## src/rtl/fpu_rr_scheduler_if.sv

```systemverilog
// Bundle between the requesting FPU units, the round-robin scheduler and the shared execution slave.
// The scheduler takes the slave modport; the requesters plus the execution unit take the master side.
interface fpu_rr_scheduler_if #(
    parameter int NREQ = 4,
    parameter int SELW = 2,
    parameter int DW   = 32,
    parameter int OPW  = 4
);
    logic [NREQ-1:0]     M_req;
    logic [NREQ*OPW-1:0] M_op;
    logic [NREQ*DW-1:0]  M_opa;
    logic [NREQ*DW-1:0]  M_opb;
    logic [NREQ-1:0]     M_ack;
    logic [NREQ-1:0]     M_err;
    logic [DW-1:0]       M_result;
    logic                S_req;
    logic [OPW-1:0]      S_op;
    logic [DW-1:0]       S_opa;
    logic [DW-1:0]       S_opb;
    logic                S_ack;
    logic [DW-1:0]       S_result;
    logic [SELW-1:0]     Select;
    logic                busy;

    modport master (
        output M_req, M_op, M_opa, M_opb, S_ack, S_result,
        input  M_ack, M_err, M_result, S_req, S_op, S_opa, S_opb, Select, busy
    );

    modport slave (
        input  M_req, M_op, M_opa, M_opb, S_ack, S_result,
        output M_ack, M_err, M_result, S_req, S_op, S_opa, S_opb, Select, busy
    );
endinterface

```

## src/rtl/fpu_rr_scheduler.sv

```systemverilog
// Round-robin arbiter sharing one FPU execution slave among NREQ requesters,
// with a req/ack slave handshake, four-phase result return and a timeout watchdog.
module fpu_rr_scheduler #(
    parameter int NREQ    = 4,
    parameter int SELW    = 2,
    parameter int DW      = 32,
    parameter int OPW     = 4,
    parameter int TIMEOUT = 255
) (
    input  logic              CLK,
    input  logic              RSTn,
    fpu_rr_scheduler_if.slave bus
);
    localparam int CW = 16;
    localparam int IW = SELW + 1;

    typedef enum logic [1:0] {
        IDLE  = 2'd0,
        ISSUE = 2'd1,
        DONE  = 2'd2
    } state_t;

    state_t          state_r, state_s;
    logic [SELW-1:0] ptr_r, ptr_s;
    logic [SELW-1:0] select_r, select_s;
    logic [SELW-1:0] win_s, sel_inc_s;
    logic            win_vld_s;
    logic [IW-1:0]   idx_s;
    logic [CW-1:0]   cnt_r, cnt_s;
    logic            s_req_r, s_req_s;
    logic            busy_r, busy_s;
    logic [OPW-1:0]  s_op_r, s_op_s;
    logic [DW-1:0]   s_opa_r, s_opa_s;
    logic [DW-1:0]   s_opb_r, s_opb_s;
    logic [DW-1:0]   m_result_r, m_result_s;
    logic [NREQ-1:0] m_ack_r, m_ack_s;
    logic [NREQ-1:0] m_err_r, m_err_s;
    logic [NREQ-1:0] onehot_s;

    // Round-robin search: offsets walked downward so the requester nearest above ptr wins last.
    always_comb begin
        win_s     = '0;
        win_vld_s = 1'b0;
        idx_s     = '0;
        for (int i = NREQ - 1; i >= 0; i--) begin
            idx_s     = {1'b0, ptr_r} + IW'(i);
            idx_s     = (idx_s >= IW'(NREQ)) ? (idx_s - IW'(NREQ)) : idx_s;
            win_s     = bus.M_req[idx_s[SELW-1:0]] ? idx_s[SELW-1:0] : win_s;
            win_vld_s = win_vld_s | bus.M_req[idx_s[SELW-1:0]];
        end
    end

    // Pointer successor of the granted index and its one-hot completion mask.
    always_comb begin
        sel_inc_s          = (select_r == SELW'(NREQ - 1)) ? '0 : (select_r + SELW'(1));
        onehot_s           = '0;
        onehot_s[select_r] = 1'b1;
    end

    // Next-state and next-output logic for the IDLE/ISSUE/DONE controller.
    always_comb begin
        state_s    = state_r;
        ptr_s      = ptr_r;
        select_s   = select_r;
        cnt_s      = cnt_r;
        s_req_s    = s_req_r;
        s_op_s     = s_op_r;
        s_opa_s    = s_opa_r;
        s_opb_s    = s_opb_r;
        m_result_s = m_result_r;
        m_ack_s    = m_ack_r;
        m_err_s    = m_err_r;
        case (state_r)
            IDLE: begin
                // A lingering S_ack belongs to the previous transaction; never grant over it.
                if (win_vld_s && !bus.S_ack) begin
                    select_s = win_s;
                    s_op_s   = bus.M_op[win_s*OPW +: OPW];
                    s_opa_s  = bus.M_opa[win_s*DW +: DW];
                    s_opb_s  = bus.M_opb[win_s*DW +: DW];
                    s_req_s  = 1'b1;
                    cnt_s    = '0;
                    state_s  = ISSUE;
                end else begin
                    state_s = IDLE;
                end
            end
            ISSUE: begin
                if (!bus.M_req[select_r]) begin
                    s_req_s = 1'b0;
                    ptr_s   = sel_inc_s;
                    state_s = IDLE;
                end else if (bus.S_ack) begin
                    s_req_s    = 1'b0;
                    m_result_s = bus.S_result;
                    m_ack_s    = onehot_s;
                    state_s    = DONE;
                end else if (cnt_r == CW'(TIMEOUT - 1)) begin
                    s_req_s = 1'b0;
                    m_err_s = onehot_s;
                    state_s = DONE;
                end else begin
                    cnt_s = cnt_r + CW'(1);
                end
            end
            DONE: begin
                if (!bus.M_req[select_r]) begin
                    m_ack_s = '0;
                    m_err_s = '0;
                    ptr_s   = sel_inc_s;
                    state_s = IDLE;
                end else begin
                    state_s = DONE;
                end
            end
            default: begin
                s_req_s = 1'b0;
                m_ack_s = '0;
                m_err_s = '0;
                state_s = IDLE;
            end
        endcase
        busy_s = (state_s != IDLE);
    end

    // State and output registers; reset drops S_req asynchronously.
    always_ff @(posedge CLK or negedge RSTn) begin
        if (!RSTn) begin
            state_r    <= IDLE;
            ptr_r      <= '0;
            select_r   <= '0;
            cnt_r      <= '0;
            s_req_r    <= 1'b0;
            busy_r     <= 1'b0;
            s_op_r     <= '0;
            s_opa_r    <= '0;
            s_opb_r    <= '0;
            m_result_r <= '0;
            m_ack_r    <= '0;
            m_err_r    <= '0;
        end else begin
            state_r    <= state_s;
            ptr_r      <= ptr_s;
            select_r   <= select_s;
            cnt_r      <= cnt_s;
            s_req_r    <= s_req_s;
            busy_r     <= busy_s;
            s_op_r     <= s_op_s;
            s_opa_r    <= s_opa_s;
            s_opb_r    <= s_opb_s;
            m_result_r <= m_result_s;
            m_ack_r    <= m_ack_s;
            m_err_r    <= m_err_s;
        end
    end

    assign bus.S_req    = s_req_r;
    assign bus.S_op     = s_op_r;
    assign bus.S_opa    = s_opa_r;
    assign bus.S_opb    = s_opb_r;
    assign bus.M_ack    = m_ack_r;
    assign bus.M_err    = m_err_r;
    assign bus.M_result = m_result_r;
    assign bus.Select   = select_r;
    assign bus.busy     = busy_r;
endmodule

```

## src/flat_wrapper.sv

```systemverilog
// flat-port wrapper written by rule: the top's interface ports become plain ports
module fpu_rr_scheduler_flat 
#(
    parameter int NREQ    = 4,
    parameter int SELW    = 2,
    parameter int DW      = 32,
    parameter int OPW     = 4,
    parameter int TIMEOUT = 255
)
  (CLK, RSTn, bus_M_req, bus_M_op, bus_M_opa, bus_M_opb, bus_S_ack, bus_S_result, bus_M_ack, bus_M_err, bus_M_result, bus_S_req, bus_S_op, bus_S_opa, bus_S_opb, bus_Select, bus_busy);
  fpu_rr_scheduler_if #(.NREQ(NREQ), .SELW(SELW), .DW(DW), .OPW(OPW)) bus_i ();
  input  logic CLK;
  input  logic RSTn;
  input wire logic [$bits(bus_i.M_req)-1:0] bus_M_req;
  input wire logic [$bits(bus_i.M_op)-1:0] bus_M_op;
  input wire logic [$bits(bus_i.M_opa)-1:0] bus_M_opa;
  input wire logic [$bits(bus_i.M_opb)-1:0] bus_M_opb;
  input wire logic [$bits(bus_i.S_ack)-1:0] bus_S_ack;
  input wire logic [$bits(bus_i.S_result)-1:0] bus_S_result;
  output wire logic [$bits(bus_i.M_ack)-1:0] bus_M_ack;
  output wire logic [$bits(bus_i.M_err)-1:0] bus_M_err;
  output wire logic [$bits(bus_i.M_result)-1:0] bus_M_result;
  output wire logic [$bits(bus_i.S_req)-1:0] bus_S_req;
  output wire logic [$bits(bus_i.S_op)-1:0] bus_S_op;
  output wire logic [$bits(bus_i.S_opa)-1:0] bus_S_opa;
  output wire logic [$bits(bus_i.S_opb)-1:0] bus_S_opb;
  output wire logic [$bits(bus_i.Select)-1:0] bus_Select;
  output wire logic [$bits(bus_i.busy)-1:0] bus_busy;
  assign bus_i.M_req = bus_M_req;
  assign bus_i.M_op = bus_M_op;
  assign bus_i.M_opa = bus_M_opa;
  assign bus_i.M_opb = bus_M_opb;
  assign bus_i.S_ack = bus_S_ack;
  assign bus_i.S_result = bus_S_result;
  assign bus_M_ack = bus_i.M_ack;
  assign bus_M_err = bus_i.M_err;
  assign bus_M_result = bus_i.M_result;
  assign bus_S_req = bus_i.S_req;
  assign bus_S_op = bus_i.S_op;
  assign bus_S_opa = bus_i.S_opa;
  assign bus_S_opb = bus_i.S_opb;
  assign bus_Select = bus_i.Select;
  assign bus_busy = bus_i.busy;
  fpu_rr_scheduler #(.NREQ(NREQ), .SELW(SELW), .DW(DW), .OPW(OPW), .TIMEOUT(TIMEOUT)) u_core (.CLK(CLK), .RSTn(RSTn), .bus(bus_i));
endmodule
```

## config.mk

```make
export PLATFORM = sky130hd
export DESIGN_NAME = fpu_rr_scheduler_flat
export DESIGN_NICKNAME = d
export VERILOG_FILES = /design/src/rtl/fpu_rr_scheduler_if.sv /design/src/rtl/fpu_rr_scheduler.sv /design/src/flat_wrapper.sv
export SDC_FILE = /design/constraint.sdc
export NUM_CORES = 1
export LEC_CHECK = 0
export ABC_AREA = 1
export CAP_MARGIN = 40
export CORE_AREA = 2 2 164 166
export DETAILED_ROUTE_END_ITERATION = 8
export DIE_AREA = 0 0 166 168
export PLACE_DENSITY_LB_ADDON = 0.2
export SLEW_MARGIN = 20
export SYNTH_ARGS = -nofsm -noshare
export SYNTH_HDL_FRONTEND = slang
export SYNTH_SLANG_ARGS = --single-unit
export TNS_END_PERCENT = 20
```

## constraint.sdc

```tcl
create_clock -name CLK -period 1.7 [get_ports CLK]
set_input_delay 0.17 -clock CLK [delete_from_list [all_inputs] [get_ports CLK]]
set_output_delay 0.17 -clock CLK [all_outputs]
set_load 0.01 [all_outputs]
```

==> results.rst <==
.. list-table::
   :header-rows: 1

   * - Metric
     - Value
   * - Critical Path AT
     - 2.40 ns
   * - Clock Root Buffer
     - sky130_fd_sc_hd__clkbuf_16
   * - Simple-Gate Fraction of Synth Area
     - 34.0%
   * - Finish-stage setup viols
     - 93
   * - Port buffer count
     - 422
   * - Number of global-route vias before repair
     - 9,167
   * - Avg Synthesized Cell Area
     - 7.05 um2
   * - Sum of overflow across all layers after global routing
     - 0
   * - Post-DP HPWL
     - 23,500 um
   * - Final WS setup
     - -0.398 ns
   * - Cell area after technology mapping
     - 0.00852 mm2
   * - Hold crit path type
     - input port to asynchronous set/reset pin
   * - Global routing usage summed across all routing layers
     - 21.5%
   * - Final hold violation count
     - 0
   * - Std cell rows
     - 60
   * - Number of instances in the synthesized netlist
     - 1,208
   * - Unrepaired setup endpoints after global routing
     - yes
   * - Share of cell area taken by muxes after synthesis
     - 4.23%
   * - VDD IR max
     - 1.09 mV
   * - Post-route core utilization
     - 57.3%
   * - Largest family of logic cells by synthesized area
     - simple AND/OR/NAND/NOR gates
   * - Buffer levels on the longest clock path
     - 2
   * - Adder-cell area share of the yosys netlist
     - 1.47%
   * - Post-DRT Antenna Nets
     - 0
   * - Die Area
     - 0.0279 mm2
   * - Max-slew headroom
     - 69.0%
   * - Height of the die
     - 168 um
   * - Clock latency on the worst-skew pair
     - 0.43 ns
   * - Worst EP required
     - 2.00 ns
   * - Final clock skew
     - 0.0174 ns
   * - Maximum Capacitance Violations
     - 0
   * - Outcome
     - finished, violations left
   * - Post-layout min period
     - 2.10 ns
   * - Vias
     - 9,493
   * - Clock input transition at the sequential cells of the worst setup and hold paths
     - 0.07 ns
   * - Number of storage elements in the synthesis netlist
     - 132
   * - Final GP Congestion
     - 0.877
   * - Fraction of the cycle the final worst path needs
     - 123%
   * - Number of levels the H-tree was split into
     - 4
   * - Detailed router's first-iteration violation count
     - 518
   * - Width of the chip
     - 166 um
   * - Clock buffer count from CTS
     - 17
   * - Syn nets
     - 1,529
   * - Standard cell area after detailed placement
     - 0.0138 mm2
   * - Endpoint kind of the worst setup timing path
     - flop
   * - Sum Neg Setup Slack
     - -28.40 ns
   * - Largest net degree at the start of global routing
     - 46
   * - Average wire per cell in the routed design
     - 15.8 um
   * - Share of post-route cells with drive strength above 1
     - 16.3%
   * - Post-synthesis to final-layout area growth
     - 77.1%
   * - First-pass GRT wire length
     - 48,000 um
   * - I/O pin count
     - 423
   * - Distinct cells, synth
     - 31
   * - Maximum clock frequency
     - 0.477 GHz
   * - Sequential cell area fraction in the yosys report
     - 38.8%
   * - Vias per Instance
     - 4.64
   * - TritonCTS clock tree
     - built
   * - Power per Cell Area
     - 1950 mW/mm2
   * - Antenna violations before repair
     - 0
   * - Violated checks
     - negative setup slack
   * - Detailed-routing iteration count for the pre-antenna-repair pass
     - 7
   * - Final Max Tran Viols
     - 0
   * - Xor and xnor area share after synthesis
     - 1.03%
   * - Total Wirelength
     - 32,300 um
   * - Yosys synthesis warning count
     - 0
   * - Detailed-route DRC error count
     - 0
   * - Minimum setup slack after placement
     - -0.549 ns
   * - Area of the core
     - 0.0264 mm2
   * - Design Area, Final
     - 0.0151 mm2
   * - TritonCTS sink count
     - 132
   * - Peak fanout along the critical path
     - 8
   * - WS Path Type
     - flop to flop
   * - Startpoint Class
     - flop
   * - Worst Tran Pin Value
     - 0.464 ns
   * - Fin nets
     - 2,014
   * - Synthesized-area fraction occupied by ao, oa, aoi and oai cells
     - 6.54%
   * - Starting density of the core
     - 32.3%
   * - Antenna cell count
     - 0
   * - Leak
     - 7.28 nW
## repair_timing
item,CTS,global route
resized for setup,20,68
gates cloned,0,15
endpoints found under the hold margin,38,0
setup buffers,1,8
hold buffers,1,0
pin swaps,1,24
endpoints found under the setup margin,130,130
## flip-flops by register name, summed over array words and instances (netlist names)
name / count
u_core.bus.M_result: 32
u_core.bus.S_opa: 32
u_core.bus.S_opb: 32
u_core.cnt_r: 16
u_core.bus.M_ack: 4
u_core.bus.M_err: 4
u_core.bus.S_op: 4
u_core.bus.Select: 2
u_core.ptr_r: 2
u_core.state_r: 2
u_core.bus.S_req: 1
u_core.bus.busy: 1
## per-stage QoR
| step | cells | total power, mW | hold WS (ns) |
|---|---|---|---|
| after CTS | 2024 | 26.6 | 0.249 |
| after global routing | 2047 | 31.8 | 0.281 |
| after detailed placement | 1990 | 22.4 | 0.129 |
| after floorplan | 1208 | 15.2 | -0.126 |
| after global placement | 1990 | 22.2 | 0.127 |
| final | 2047 | 29.5 | 0.236 |
## cell families after synthesis
kind of cell,count (synthesis)
and+or+nand+nor,653
buffers and inverters,284
DFF,132
AOI/OAI and AO/OA,87
muxes,32
xor gates and xnor gates,10
adders and majority gates,10
## per-layer routing
metal	up-vias	share of wire, %	GRT usage, %
met2	310	50	37.4
met4	0	2.8	7.18
met3	51	5.8	5.15
met5	-	0	0
met1	4383	41	26.1
li1	4749	-	-
## cell usage after synthesis
| cell | instances | area share [%] |
|---|---|---|
| sky130_fd_sc_hd__nand2_2 | 4 | 0.29 |
| sky130_fd_sc_hd__or2_1 | 24 | 1.8 |
| sky130_fd_sc_hd__inv_2 | 3 | 0.13 |
| sky130_fd_sc_hd__buf_1 | 1 | 0.044 |
| sky130_fd_sc_hd__o31ai_1 | 1 | 0.088 |
| sky130_fd_sc_hd__nor3_1 | 1 | 0.059 |
| sky130_fd_sc_hd__nand2_1 | 363 | 16 |
| sky130_fd_sc_hd__xnor2_1 | 4 | 0.41 |
| sky130_fd_sc_hd__clkbuf_1 | 13 | 0.57 |
| sky130_fd_sc_hd__nand3_2 | 1 | 0.12 |
| sky130_fd_sc_hd__buf_2 | 39 | 2.3 |
| sky130_fd_sc_hd__mux2_2 | 32 | 4.2 |
| sky130_fd_sc_hd__nor4_1 | 4 | 0.29 |
| sky130_fd_sc_hd__o2111ai_1 | 1 | 0.10 |
| sky130_fd_sc_hd__buf_6 | 5 | 0.66 |
| sky130_fd_sc_hd__nand3_1 | 200 | 12 |
| sky130_fd_sc_hd__xor2_1 | 6 | 0.62 |
| sky130_fd_sc_hd__ha_1 | 10 | 1.5 |
| sky130_fd_sc_hd__a21oi_1 | 4 | 0.24 |
| sky130_fd_sc_hd__o21ai_0 | 34 | 2.0 |
| sky130_fd_sc_hd__o21ai_1 | 1 | 0.059 |
| sky130_fd_sc_hd__nand3b_1 | 2 | 0.18 |
| sky130_fd_sc_hd__nor2_1 | 18 | 0.79 |
| sky130_fd_sc_hd__o211ai_1 | 46 | 4.1 |
| sky130_fd_sc_hd__inv_1 | 213 | 9.4 |
| sky130_fd_sc_hd__nand4_1 | 3 | 0.22 |
| sky130_fd_sc_hd__or2_2 | 31 | 2.3 |
| sky130_fd_sc_hd__buf_4 | 9 | 0.79 |
| sky130_fd_sc_hd__inv_4 | 1 | 0.073 |
| sky130_fd_sc_hd__dfrtp_1 | 132 | 39 |
| sky130_fd_sc_hd__nor2_4 | 2 | 0.26 |
## cell usage in the layout (no fill, tap or decap), drive strengths merged, types with 4 or more instances in the layout
cell type / n
nor2: 20
o21ai: 35
a21oi: 4
clkdlybuf4s50: 419
nand2: 367
nor4: 4
inv: 227
dfrtp: 132
xor2: 6
o211ai: 46
buf: 103
xnor2: 4
clkbuf: 26
mux2: 32
ha: 10
or2: 55
nand3: 201
## worst paths after layout
check / start / to / slack, ns / cells after the start
worst min register to register: u_core.bus.S_opa[31] / u_core.bus.S_opa[31] / 0.48 / 2
min in group CLK: bus_S_result[20] / u_core.bus.M_result[20] / 0.36 / 2
worst min-delay path: RSTn / u_core.bus.S_opb[6] / 0.24 / 2
max in group asynchronous: RSTn / u_core.cnt_r[15] / 0.82 / 3
worst max-delay path: u_core.ptr_r[0] / u_core.bus.S_opa[4] / -0.40 / 15
worst max register to register: u_core.ptr_r[0] / u_core.bus.S_opa[4] / -0.40 / 15
## area by class of cell
class | instances | area (um2)
repair buffers | 533 | 5570
inverters | 217 | 820
flip-flops and latches | 132 | 3300
clock inverters | 15 | 180
clock buffers | 17 | 425
fillers | 2381 | 11300
well taps | 341 | 427
multi-input cells | 792 | 4360
## worst max-delay path, cell delays in order, from the launching register on
cell,delay (ns)
sky130_fd_sc_hd__dfrtp_2,0.47
sky130_fd_sc_hd__inv_4,0.13
sky130_fd_sc_hd__nand2_1,0.07
sky130_fd_sc_hd__nand2_2,0.09
sky130_fd_sc_hd__nand2_1,0.07
sky130_fd_sc_hd__nand2_2,0.08
sky130_fd_sc_hd__inv_2,0.05
sky130_fd_sc_hd__nand2_2,0.05
sky130_fd_sc_hd__nand2_2,0.06
sky130_fd_sc_hd__nand2_4,0.09
sky130_fd_sc_hd__nand2_8,0.10
sky130_fd_sc_hd__clkbuf_16,0.19
sky130_fd_sc_hd__clkbuf_16,0.16
sky130_fd_sc_hd__or2_1,0.22
sky130_fd_sc_hd__nand3_1,0.06
sky130_fd_sc_hd__nand3_1,0.08
## power breakdown
group          internal [mW]  switching (mW)
Clock                   2.23            1.64
Sequential              4.58           0.833
Combinational           10.2            10.0
(Power assumes the default switching activity.)
